### src/rtl/datapath_sequencer.sv
// rtl/datapath_sequencer.sv - multi-cycle control sequencer for the 16-bit datapath
module datapath_sequencer #(
    parameter int CNT_W = 16
) (
    input  logic             clock,
    input  logic             reset_n,
    input  logic             instr_valid,
    input  logic [31:0]      instr_in,
    output logic             instr_ready,
    input  logic             mem_wait,
    output logic [31:0]      Instruction,
    output logic             RegDst,
    output logic             Branch,
    output logic             MemRead,
    output logic             MemtoReg,
    output logic             MemWrite,
    output logic             ALUSrc,
    output logic             RegWrite,
    output logic [1:0]       ALUOP,
    output logic             done,
    output logic             illegal,
    output logic [CNT_W-1:0] retired
);

    typedef enum logic [1:0] {S_IDLE, S_EXEC, S_MEM, S_WB} state_t;
    typedef enum logic [2:0] {C_RTYPE, C_ADDI, C_LW, C_SW, C_BEQ, C_ILL} cls_t;

    state_t           state_q, state_d;
    cls_t             cls_q, cls_d;
    logic [31:0]      ir_q, ir_d;
    logic             reg_dst_q, reg_dst_d;
    logic             alu_src_q, alu_src_d;
    logic             mem_to_reg_q, mem_to_reg_d;
    logic [1:0]       alu_op_q, alu_op_d;
    logic             illegal_q, illegal_d;
    logic [CNT_W-1:0] retired_q, retired_d;

    cls_t             dec_cls;
    logic             dec_reg_dst, dec_alu_src, dec_mem_to_reg;
    logic [1:0]       dec_alu_op;
    logic             accept;

    always_comb begin
        dec_cls        = C_ILL;
        dec_reg_dst    = 1'b0;
        dec_alu_src    = 1'b0;
        dec_mem_to_reg = 1'b0;
        dec_alu_op     = 2'b00;
        case (instr_in[31:26])
            6'b000000: begin dec_cls = C_RTYPE; dec_reg_dst = 1'b1; dec_alu_op = 2'b10; end
            6'b001000: begin dec_cls = C_ADDI;  dec_alu_src = 1'b1; end
            6'b100011: begin dec_cls = C_LW;    dec_alu_src = 1'b1; dec_mem_to_reg = 1'b1; end
            6'b101011: begin dec_cls = C_SW;    dec_alu_src = 1'b1; end
            6'b000100: begin dec_cls = C_BEQ;   dec_alu_op = 2'b01; end
            default:   ;
        endcase
    end

    assign accept = (state_q == S_IDLE) && instr_valid;

    always_ff @(posedge clock or negedge reset_n) begin
        if (!reset_n) begin
            state_q      <= S_IDLE;
            cls_q        <= C_RTYPE;
            ir_q         <= '0;
            reg_dst_q    <= 1'b0;
            alu_src_q    <= 1'b0;
            mem_to_reg_q <= 1'b0;
            alu_op_q     <= 2'b00;
            illegal_q    <= 1'b0;
            retired_q    <= '0;
        end else begin
            state_q      <= state_d;
            cls_q        <= cls_d;
            ir_q         <= ir_d;
            reg_dst_q    <= reg_dst_d;
            alu_src_q    <= alu_src_d;
            mem_to_reg_q <= mem_to_reg_d;
            alu_op_q     <= alu_op_d;
            illegal_q    <= illegal_d;
            retired_q    <= retired_d;
        end
    end

    always_comb begin
        state_d      = state_q;
        cls_d        = cls_q;
        ir_d         = ir_q;
        reg_dst_d    = reg_dst_q;
        alu_src_d    = alu_src_q;
        mem_to_reg_d = mem_to_reg_q;
        alu_op_d     = alu_op_q;
        illegal_d    = illegal_q;
        retired_d    = retired_q;
        // Static controls and IR change only on accept and hold until the next one
        if (accept) begin
            ir_d         = instr_in;
            cls_d        = dec_cls;
            reg_dst_d    = dec_reg_dst;
            alu_src_d    = dec_alu_src;
            mem_to_reg_d = dec_mem_to_reg;
            alu_op_d     = dec_alu_op;
            illegal_d    = illegal_q | (dec_cls == C_ILL);
        end
        if (done && (cls_q != C_ILL))
            retired_d = retired_q + CNT_W'(1);
        case (state_q)
            S_IDLE: if (instr_valid) state_d = S_EXEC;
            S_EXEC: begin
                case (cls_q)
                    C_RTYPE, C_ADDI: state_d = S_WB;
                    C_LW, C_SW:      state_d = S_MEM;
                    default:         state_d = S_IDLE;
                endcase
            end
            S_MEM: if (!mem_wait) state_d = (cls_q == C_LW) ? S_WB : S_IDLE;
            S_WB:   state_d = S_IDLE;
            default: state_d = S_IDLE;
        endcase
    end

    // Strobes depend only on registered state/IR class (plus mem_wait for sw done)
    always_comb begin
        instr_ready = (state_q == S_IDLE) && reset_n;
        Branch      = (state_q == S_EXEC) && (cls_q == C_BEQ);
        MemRead     = (state_q == S_MEM)  && (cls_q == C_LW);
        MemWrite    = (state_q == S_MEM)  && (cls_q == C_SW);
        RegWrite    = (state_q == S_WB);
        done        = ((state_q == S_EXEC) && ((cls_q == C_BEQ) || (cls_q == C_ILL)))
                    || (state_q == S_WB)
                    || ((state_q == S_MEM) && (cls_q == C_SW) && !mem_wait);
    end

    assign Instruction = ir_q;
    assign RegDst      = reg_dst_q;
    assign ALUSrc      = alu_src_q;
    assign MemtoReg    = mem_to_reg_q;
    assign ALUOP       = alu_op_q;
    assign illegal     = illegal_q;
    assign retired     = retired_q;

endmodule

### config.mk
export PLATFORM = sky130hd
export DESIGN_NAME = datapath_sequencer
export DESIGN_NICKNAME = d
export VERILOG_FILES = /design/src/rtl/datapath_sequencer.sv
export SDC_FILE = /design/constraint.sdc
export NUM_CORES = 1
export LEC_CHECK = 0
export BUFFER_PORTS_ARGS = -buffer_cell sky130_fd_sc_hd__buf_2
export CELL_PAD_IN_SITES_DETAIL_PLACEMENT = 1
export CELL_PAD_IN_SITES_GLOBAL_PLACEMENT = 2
export CORE_MARGIN = 2
export CORE_UTILIZATION = 28
export DETAILED_ROUTE_END_ITERATION = 6
export GPL_ROUTABILITY_DRIVEN = 0
export PLACE_DENSITY = 0.86
export SLEW_MARGIN = 0
export SYNTH_ARGS = -nofsm -noshare
export SYNTH_HDL_FRONTEND = slang
export SYNTH_SLANG_ARGS = --single-unit
### constraint.sdc
create_clock -name clock -period 1.9 [get_ports clock]
set_input_delay 0.57 -clock clock [delete_from_list [all_inputs] [get_ports clock]]
set_output_delay 0.57 -clock clock [all_outputs]
set_load 0.02 [all_outputs]
==> reports/metrics.csv, run 1 <==
stage,metric,value,unit
critical_path,Setup crit end kind,primary output,
pwr,P_int,3.06,mW
pwr,Sw Pwr,2.08,mW
critical_path,worst reg-to-reg path cell count,5,
logic_synthesis,post-synthesis mux area share,0.453,%
pwr,Clk network pwr share,22.1,%
logic_synthesis,Netlist cell types,34,
clock_network,CTS sink count,59,
global_route,vias in the first global route,2321,
sta,"Hold Vio Cnt, Final",0,
finish,post-layout instance area,0.00341,mm^2
run_status,violated checks,setup timing,
routing,routed wl met3,427,um
routing,DR iter-0 viols,49,
logic_synthesis,area fraction of the dominant cell type after synthesis,59.4,%
clock_network,Worst-path clk slew,70,ps
clock_network,"Clk Latency, worst-skew pair",340,ps
logic_synthesis,Yosys top cell by area,dfrtp_1,
sta,worst slew pin tran,777,ps
die,width of the die,98.2,um
routing,Antenna Nets Post-Route,0,
logic_synthesis,xor/xnor share of the synthesized area,5.29,%
clock_network,Clock Root Buffer,clkbuf_8,
place,Post-DP Area,0.00311,mm^2
sta,Slew HR,48.2,%
critical_path,WP data arrival,1370,ps
critical_path,Setup CP Type,reg -> out,
logic_synthesis,synthesized flop and latch total,59,
routing,drt drc,0,
die,Placeable Area,0.00868,mm^2
finish,Layout area overhead,37.4,%
critical_path,Setup crit start,cls_q[1],
logic_synthesis,"Seq/Total Area, Yosys",59.4,%
critical_path,CP Data Required Time,1330,ps
global_route,GRT overflow,0,
sta,final period utilization,102,%
pwr,PwrDens,1500,mW/mm^2
logic_synthesis,"FFs w/ async S/R, synth",100,%
clock_network,number of buffers on the longest clock path,2,
die,Std-Cell Rows,34,
pwr,Seq pwr share,38.3,%
pwr,Leak,1.83,nW
routing,met2 WL post-DR,3340,um
logic_synthesis,largest family of logic cells by synthesized area,simple AND/OR/NAND/NOR gates,
global_route,first-pass GRT wire length,11500,um
critical_path,Worst setup endpoint,done,
finish,most frequent cells in the layout,"nand2_1 (103), buf_2 (90), dfrtp_1 (56)",
logic_synthesis,Synth Area in Compound Gates,4.68,%
routing,drt total wl,6960,um
routing,wl on met1,3080,um
die,Die Area,0.00964,mm^2
critical_path,Reg-to-Reg Start,cls_q[1],
global_route,initial antenna violation count,0,
global_route,pin count of the biggest net entering global routing,60,
finish,"most common cell after layout, fill and taps aside",nand2_1,
logic_synthesis,syn_nets,297,
sta,Setup-failing EPs final,2,
run_status,status,"complete, but fails checks",
critical_path,Max Fanout on Critical Path,2,
logic_synthesis,number of synthesized flops with an enable pin,0,
place,number of port buffers,95,
sta,Tmin final,1940,ps
finish,fin nets,404,
clock_network,TritonCTS clock tree,built,
routing,DR vias/cell,4.65,
die,# IOs,96,
logic_synthesis,Area contributors post-synth,"dfrtp_1 (59%), nand2_1 (16%), xnor2_1 (4.9%), nand4_1 (2.3%), nand3_1 (1.6%)",
sta,RSZ-0062 raised after global routing,true,
logic_synthesis,Synth Area in Simple Gates,27.0,%
logic_synthesis,adder-cell share of the synthesized area,0.504,%
pwr,Worst IR Drop VDD,0.591,mV
sta,final worst slack,-43.9,ps
die,Initial Util,28.6,%
place,post-DP HPWL,4960,um
sta,hold_ws,416,ps
logic_synthesis,"Avg Cell Area, Syn",9.56,um^2
routing,via count,2232,
finish,Antenna diodes,0,
logic_synthesis,Syn Inst Count,260,
global_route,overall routing resource usage,15.1,%
critical_path,Reg-to-Reg End,retired[1],
logic_synthesis,Post-synth top flop,dfrtp_1,
pwr,Comb pwr share,39.6,%
min_path,worst hold path type,in -> reg,
pwr,Final Total Pwr,5.13,mW
critical_path,startpoint class of the critical path,flip-flop,
sta,max frequency,0.514,GHz
logic_synthesis,Ys Warns,0,
run,Max Cap Violations,0,
routing,Avg WL per Cell,14.5,um
routing,DRT Pass-1 Iters,4,
finish,proportion of layout cells with a drive suffix above 1,36.8,%
logic_synthesis,synthesized cell area,0.00248,mm^2
clock_network,CTS buffer count,9,
critical_path,R2R setup slack,140,ps
sta,Final Slew Violations,0,
clock_network,H-tree Lvls,3,
routing,uppermost layer routed,met4,
finish,number of fill cells,1045,
die,die height,98.2,um
sta,Worst Skew,6.97,ps
pwr,switching share of power,40.4,%
place,dpl ws,47.1,ps
what timing repair did:
action                                  in CTS  in global routing
setup buffers                                4                  1
pin swaps                                    4                  4
hold buffers                                 0                  0
endpoints found under the setup margin       5                  5
resized for setup                           18                  3
state kept, by name, indices dropped and copies added (netlist names):
signal       cells
state_q          2
ALUSrc           1
RegDst           1
cls_q            3
Instruction     32
retired         16
ALUOP            2
MemtoReg         1
illegal          1
stage by stage:
step	std cells	setup TNS [ps]	utilization [%]
2_1_floorplan	260	0	-
3_3_place_gp	459	0	35.9
3_5_place_dp	459	0	35.9
4_1_cts	479	-274	39.1
5_1_grt	480	-349	39.3
6_report	480	-83.5	39.3
worst max-delay path: stages, from the launching register on:
cell,delay [ps]
dfrtp_1,400
buf_6,120
and4bb_1,210
o21ai_2,110
nand2_1,70
buf_6,130
layer usage:
layer	up-vias	global-route usage, %
met4	0	5.69
met2	63	25.0
met5	-	0
met3	11	4.29
met1	1096	18.8
li1	1062	-
logic make-up after synthesis:
kind of cell	Yosys count
buffers and inverters	15
DFF	59
and+or+nand+nor	152
xor gates and xnor gates	15
adders and majority gates	1
AOI/OAI and AO/OA	17
muxes	1
Yosys cell counts (3+ instances only):
cell	instances
and3_1	3
xnor2_1	14
o21ai_0	4
clkbuf_1	8
a21o_1	3
nand3_1	8
inv_1	4
nor2_1	7
nand2_1	104
dfrtp_1	59
nor3_1	4
and2_1	6
nand2b_1	3
nand4_1	9
power groups by stage:
| stage | logic [mW] | clock network, mW | registers, mW |
|---|---|---|---|
| 6_report | 2.03 | 1.14 | 1.97 |
| 5_1_grt | 2.23 | 1.22 | 2.03 |
| 4_1_cts | 2.04 | 1.18 | 1.97 |
| 3_5_place_dp | 1.92 | 0 | 1.98 |
| 3_3_place_gp | 1.88 | 0 | 1.96 |
| 2_1_floorplan | 0.698 | 0 | 2.42 |
cell type report:
cell class / instances / area, um^2 / area share, %
tap: 108 / 135 / 3.96
sequential: 59 / 1480 / 43.4
clock buffer: 10 / 138 / 4.03
timing repair buffer: 107 / 602 / 17.6
inverter: 4 / 15.0 / 0.440
multi-input combinational: 186 / 988 / 29.0
clock inverter: 6 / 55.1 / 1.61
worst min-delay path by stage:
| stage | start | endpoint | slack [ps] | depth (start not counted) |
|---|---|---|---|---|
| after floorplan | reset_n | ALUOP[0] | 270 | 0 |
| after global placement | illegal | illegal | 440 | 1 |
| after detailed placement | illegal | illegal | 450 | 1 |
| after CTS | instr_in[17] | Instruction[17] | 400 | 3 |
| after global routing | instr_in[13] | Instruction[13] | 420 | 3 |
| final | instr_in[22] | Instruction[22] | 420 | 3 |
Note: power is estimated with default switching activity, not from simulation.
==> inputs of run 2 (changes only) <==
--- a/config.mk
+++ b/config.mk
@@ -5,11 +5,12 @@
 export SDC_FILE = /design/constraint.sdc
 export NUM_CORES = 1
 export LEC_CHECK = 0
+export ABC_AREA = 1
 export BUFFER_PORTS_ARGS = -buffer_cell sky130_fd_sc_hd__buf_2
 export CELL_PAD_IN_SITES_DETAIL_PLACEMENT = 1
 export CELL_PAD_IN_SITES_GLOBAL_PLACEMENT = 2
 export CORE_MARGIN = 2
-export CORE_UTILIZATION = 28
+export CORE_UTILIZATION = 27
 export DETAILED_ROUTE_END_ITERATION = 6
 export GPL_ROUTABILITY_DRIVEN = 0
 export PLACE_DENSITY = 0.86
==> run 2 against run 1 <==
Net effect:
- the run now ends clean
- worst setup slack improved by 82 ps
- combinational power grew 11%
- utilization down 2.5 points
- synthesized cell count grew 35%
- sequential cell count unchanged
- die area is 14% higher
- routed wire length is 8.6% higher
- sequential share of layout area is 2.4 points lower
- global-route usage shrank 0.36 points
- cell count increased by 24%
- final area rose by 6.0%
- total power grew 3.0%
==> reports/metrics.csv, run 2 <==
stage,metric,value,unit
run_status,status,"finished, final reports clean",
logic_synthesis,"count leader, synth",nand2_1,
clock_network,CTS sink count,59,
finish,Antenna diodes,0,
finish,Largest register FFs,32,
pwr,PwrDens,1460,mW/mm^2
critical_path,Reg-to-Reg Start,state_q[0],
global_route,overall routing resource usage,14.7,%
place,Post-DP Area,0.00334,mm^2
logic_synthesis,Post-synth top flop,dfrtp_1,
critical_path,startpoint class of the critical path,flip-flop,
routing,via count,2598,
sta,"Hold Vio Cnt, Final",0,
logic_synthesis,Syn Inst Count,351,
sta,Final Slew Violations,0,
finish,area of the multi-input gates,0.00115,mm^2
logic_synthesis,syn_nets,388,
critical_path,Setup CP Type,reg -> out,
clock_network,number of buffers on the longest clock path,2,
die,Initial Util,28.0,%
place,number of port buffers,95,
critical_path,Setup crit start,cls_q[0],
finish,number of fill cells,1255,
logic_synthesis,synthesized cell area,0.00275,mm^2
clock_network,TritonCTS clock tree,built,
routing,drt drc,0,
logic_synthesis,area fraction of the dominant cell type after synthesis,53.7,%
clock_network,Clock Root Buffer,clkbuf_8,
clock_network,Worst-path clk slew,70,ps
logic_synthesis,Synth Area in Simple Gates,35.2,%
min_path,worst hold path type,in -> async,
global_route,first-pass GRT wire length,13100,um
routing,Avg WL per Cell,12.7,um
logic_synthesis,largest family of logic cells by synthesized area,simple AND/OR/NAND/NOR gates,
logic_synthesis,Yosys top cell by area,dfrtp_1,
logic_synthesis,Netlist cell types,24,
logic_synthesis,post-synthesis mux area share,0,%
logic_synthesis,"FFs w/ async S/R, synth",100,%
place,post-DP HPWL,5420,um
sta,setup_tns,0,ps
routing,DR vias/cell,4.37,
finish,Sequential Area,0.00148,mm^2
sta,max frequency,0.537,GHz
finish,post-layout instance area,0.00362,mm^2
sta,Setup-failing EPs final,0,
critical_path,Setup crit end kind,primary output,
die,Die Area,0.0110,mm^2
die,width of the die,105,um
clock_network,CTS buffer count,9,
logic_synthesis,Area contributors post-synth,"dfrtp_1 (54%), nand2_1 (25%), nor2_1 (3.3%), inv_1 (2.5%), nand3_1 (2.0%)",
finish,proportion of layout cells with a drive suffix above 1,30.7,%
die,Std-Cell Rows,36,
logic_synthesis,number of synthesized flops with an enable pin,0,
finish,most frequent cells in the layout,"nand2_1 (181), buf_2 (90), dfrtp_1 (56)",
logic_synthesis,Synth Area in Compound Gates,2.96,%
logic_synthesis,adder-cell share of the synthesized area,0.455,%
die,# IOs,96,
routing,DR iter-0 viols,87,
sta,RSZ-0062 raised after global routing,true,
die,Placeable Area,0.00982,mm^2
sta,final period utilization,98.0,%
clock_network,H-tree Lvls,3,
sta,Worst Skew,7.93,ps
global_route,pin count of the biggest net entering global routing,60,
finish,Layout area overhead,31.6,%
global_route,GRT overflow,0,
sta,worst slew pin tran,770,ps
run,Max Cap Violations,0,
sta,Slew HR,48.7,%
critical_path,CP Data Required Time,1330,ps
global_route,vias in the first global route,2803,
logic_synthesis,"Seq/Total Area, Yosys",53.7,%
die,die height,105,um
clock_network,"Clk Latency, worst-skew pair",340,ps
critical_path,Max Fanout on Critical Path,4,
logic_synthesis,Ys Warns,0,
critical_path,WP data arrival,1290,ps
sta,Tmin final,1860,ps
logic_synthesis,"Avg Cell Area, Syn",7.83,um^2
finish,"most common cell after layout, fill and taps aside",nand2_1,
logic_synthesis,Synth top cells by count,"nand2_1 (182), dfrtp_1 (59), nor2_1 (24)",
pwr,Worst IR Drop VDD,0.515,mV
routing,DRT Pass-1 Iters,4,
pwr,Leak,1.97,nW
logic_synthesis,xor/xnor share of the synthesized area,2.23,%
global_route,initial antenna violation count,0,
routing,drt total wl,7560,um
finish,fin nets,494,
logic_synthesis,synthesized flop and latch total,59,
routing,Antenna Nets Post-Route,0,
[run 2: cell types whose count changed in the layout (fill, tap and decap cells not counted), moves of 4 or more]
cell | previous run | this run
and2_1 | 6 | 0
o21ai_0 | 3 | 11
nor2_1 | 6 | 21
inv_1 | 4 | 16
xnor2_1 | 14 | 6
nor2_2 | 0 | 5
clkinv_4 | 0 | 4
inv_2 | 0 | 5
nand2_1 | 103 | 181
[run 2: logic make-up (layout without fill, tap and decap cells)]
group,after synthesis,in the layout
buffers and inverters,31,142
AO/OA/AOI/OAI,16,16
AND/OR/NAND/NOR,237,237
XOR/XNOR,7,7
adder cells (fa/ha/maj),1,1
flip-flops,59,59
[run 2: through the flow]
stage          power, mW  cells  hold WS (ps)  utilization (%)  worst slack (ps)
2_1_floorplan       3.47    351           274                -               194
3_3_place_gp        4.13    572           445             34.0               219
3_5_place_dp        4.19    572           455             34.0               152
4_1_cts             5.28    589           409             36.0             -21.8
5_1_grt             5.73    595           425             36.8             -60.0
6_report            5.29    595           420             36.8              38.3
[run 2: worst paths after layout]
path | endpoint | cells past startpoint | slack (ps)
worst max-delay path | done | 5 | 40
worst min-delay path | retired[1] | 2 | 420
worst max register to register | RegDst | 5 | 310
worst min register to register | Instruction[17] | 2 | 470
max in group asynchronous | cls_q[1] | 2 | 940
min in group clock | Instruction[18] | 3 | 420
[run 2: report_power, final]
part / total [mW] / internal, mW / switching [mW]
Combinational: 2.26 / 0.742 / 1.52
Clock: 1.02 / 0.481 / 0.540
Sequential: 2.00 / 1.69 / 0.309
Total: 5.29 / 2.92 / 2.37
[run 2: layer usage]
| layer | routed length (um) | part of all wire, % | track usage [%] |
|---|---|---|---|
| met1 | 3310 | 44 | 16.9 |
| met5 | 0 | 0 | 0 |
| met3 | 390 | 5.2 | 4.62 |
| met4 | 109 | 1.4 | 5.05 |
| met2 | 3750 | 50 | 25.7 |
[run 2: area by class of cell]
type	count	area share (%)
clock buffers	9	3.42
clock inverters	7	1.49
inverters	22	2.42
multi-input cells	261	31.7
flip-flops and latches	59	40.9
well taps	133	4.60
repair buffers	104	15.5
[run 2: what timing repair did]
| action | in CTS | in global routing |
|---|---|---|
| resized for setup | 3 | 15 |
| pin swaps | 2 | 3 |
| buffers inserted | 1 | 6 |
| setup endpoints to repair | 3 | 5 |
| hold buffers | 0 | 0 |
[run 2: worst max-delay path: stages (launching register included)]
cell	delay (ps)
dfrtp_1	420
nand2_2	80
nor2_1	130
nand3b_1	110
nand2_2	90
buf_4	130
==> inputs of run 3 (changes only) <==
--- a/config.mk
+++ b/config.mk
@@ -14,6 +14,7 @@
 export DETAILED_ROUTE_END_ITERATION = 6
 export GPL_ROUTABILITY_DRIVEN = 0
 export PLACE_DENSITY = 0.86
+export RECOVER_POWER = 100
 export SLEW_MARGIN = 0
 export SYNTH_ARGS = -nofsm -noshare
 export SYNTH_HDL_FRONTEND = slang
==> run 3 against run 2 <==
Net effect:
- sequential cell count unchanged
- clock power about the same
- non-clock buffer count unchanged
- utilization about the same
- final area about the same
- first-iteration DRC count unchanged
- sequential power about the same
- worst setup slack unchanged
- hold slack better by 4.4 ps
- register-to-register slack about the same
- critical path depth unchanged
- via count unchanged
- critical endpoint unchanged
- highest routed layer unchanged
==> reports/metrics.csv, run 3 (synthesis gave the netlist of run 2 again) <==
stage,metric,value,unit
run_status,status,"finished, final reports clean",
clock_network,Worst-path clk slew,80,ps
min_path,hold depth,3,
finish,Largest register FFs,32,
clock_network,number of buffers on the longest clock path,2,
sta,Tmin final,1860,ps
clock_network,CTS sink count,59,
die,Placeable Area,0.00982,mm^2
finish,final core utilization,36.8,%
clock_network,CTS buffer count,9,
sta,Slew HR,10.1,%
critical_path,Setup crit start,cls_q[0],
place,number of port buffers,95,
pwr,Worst IR Drop VDD,0.515,mV
clock_network,TritonCTS clock tree,built,
sta,max frequency,0.537,GHz
routing,DR iter-0 viols,87,
finish,fin nets,494,
critical_path,CP Data Required Time,1330,ps
die,Die Area,0.0110,mm^2
pwr,Final Total Pwr,5.28,mW
critical_path,Max Fanout on Critical Path,4,
finish,"most common cell after layout, fill and taps aside",nand2_1,
pwr,PwrDens,1460,mW/mm^2
place,dpl ws,152,ps
finish,final non-filler cell total,595,
clock_network,H-tree Lvls,3,
routing,via count,2598,
run,Max Cap Violations,0,
min_path,worst hold path type,in -> reg,
finish,proportion of layout cells with a drive suffix above 1,30.7,%
sta,Final Slew Violations,0,
global_route,pin count of the biggest net entering global routing,60,
sta,final worst slack,38.3,ps
critical_path,Setup CP Type,reg -> out,
clock_network,Clock Root Buffer,clkbuf_8,
critical_path,worst reg-to-reg path cell count,5,
die,Initial Util,28.0,%
place,post-DP HPWL,5420,um
clock_network,"Clk Latency, worst-skew pair",340,ps
global_route,vias in the first global route,2803,
die,width of the die,105,um
sta,"Hold Vio Cnt, Final",0,
routing,drt total wl,7560,um
sta,worst slew pin tran,1350,ps
critical_path,Setup crit end kind,primary output,
die,# IOs,96,
sta,Setup-failing EPs final,0,
critical_path,WP data arrival,1290,ps
pwr,Leak,1.97,nW
global_route,overall routing resource usage,14.7,%
place,Placed Cells,572,
sta,final period utilization,98.0,%
min_path,Hold Startpoint,instr_in[18],
global_route,GRT overflow,0,
routing,DR vias/cell,4.37,
sta,RSZ-0062 raised after global routing,true,
routing,Antenna Nets Post-Route,0,
routing,DRT Pass-1 Iters,4,
critical_path,Reg-to-Reg Start,state_q[0],
sta,Worst Skew,7.93,ps
die,die height,105,um
finish,Antenna diodes,0,
routing,drt drc,0,
routing,Avg WL per Cell,12.7,um
finish,most frequent cells in the layout,"nand2_1 (181), buf_2 (91), dfrtp_1 (56)",
clock_network,hold_buf cts,0,
global_route,initial antenna violation count,0,
sta,hold_ws,425,ps
finish,Layout area overhead,31.6,%
global_route,first-pass GRT wire length,13100,um
critical_path,startpoint class of the critical path,flip-flop,
die,Std-Cell Rows,36,
## run 3: changes by cell type in the layout (fill, tap and decap cells not counted)
| cell | before | now |
|---|---|---|
| buf_2 | 90 | 91 |
| buf_4 | 13 | 12 |
## run 3: repair_timing
action,in CTS,in global routing
pin swaps,2,3
resized for setup,3,15
setup endpoints to repair,3,5
hold endpoints to repair,0,0
buffers inserted,1,6
## run 3: cell type report
cell class                 count  area (um^2)
fill                        1254         6200
sequential                    59         1480
multi-input combinational    261         1150
timing repair buffer         104          557
tap                          133          166
clock buffer                   9          124
inverter                      22         87.6
clock inverter                 7         53.8
## run 3: path summary, 6_finish.rpt
path | slack, ps | endpoint
worst max-delay path | 40 | done
worst min-delay path | 420 | Instruction[18]
worst max register to register | 310 | RegDst
worst min register to register | 470 | Instruction[17]
max in group asynchronous | 340 | cls_q[1]
min in group asynchronous | 660 | retired[1]
## run 3: where the power goes
group	switching, mW	total (mW)	internal (mW)
Combinational	1.52	2.26	0.741
Sequential	0.309	2.00	1.69
Clock	0.540	1.02	0.481
Total	2.37	5.28	2.92
## run 3: worst max-delay path, cell delays in order (launching register included)
cell and delay, ps:
dfrtp_1 420, nand2_2 80, nor2_1 130, nand3b_1 110, nand2_2 90, buf_4 130
## run 3: metrics by stage
stage	TNS (ps)	cell area, um^2
2_1_floorplan	0	2750
3_3_place_gp	0	3340
3_5_place_dp	0	3340
4_1_cts	-50.8	3530
5_1_grt	-141	3610
6_report	0	3610
## run 3: metal layers
layer | GRT usage (%) | part of all wire, % | vias to the layer above
li1 | - | - | 1297
met2 | 25.7 | 50 | 59
met3 | 4.62 | 5.2 | 9
met5 | 0 | 0 | -
met1 | 16.9 | 44 | 1233
met4 | 5.05 | 1.4 | 0
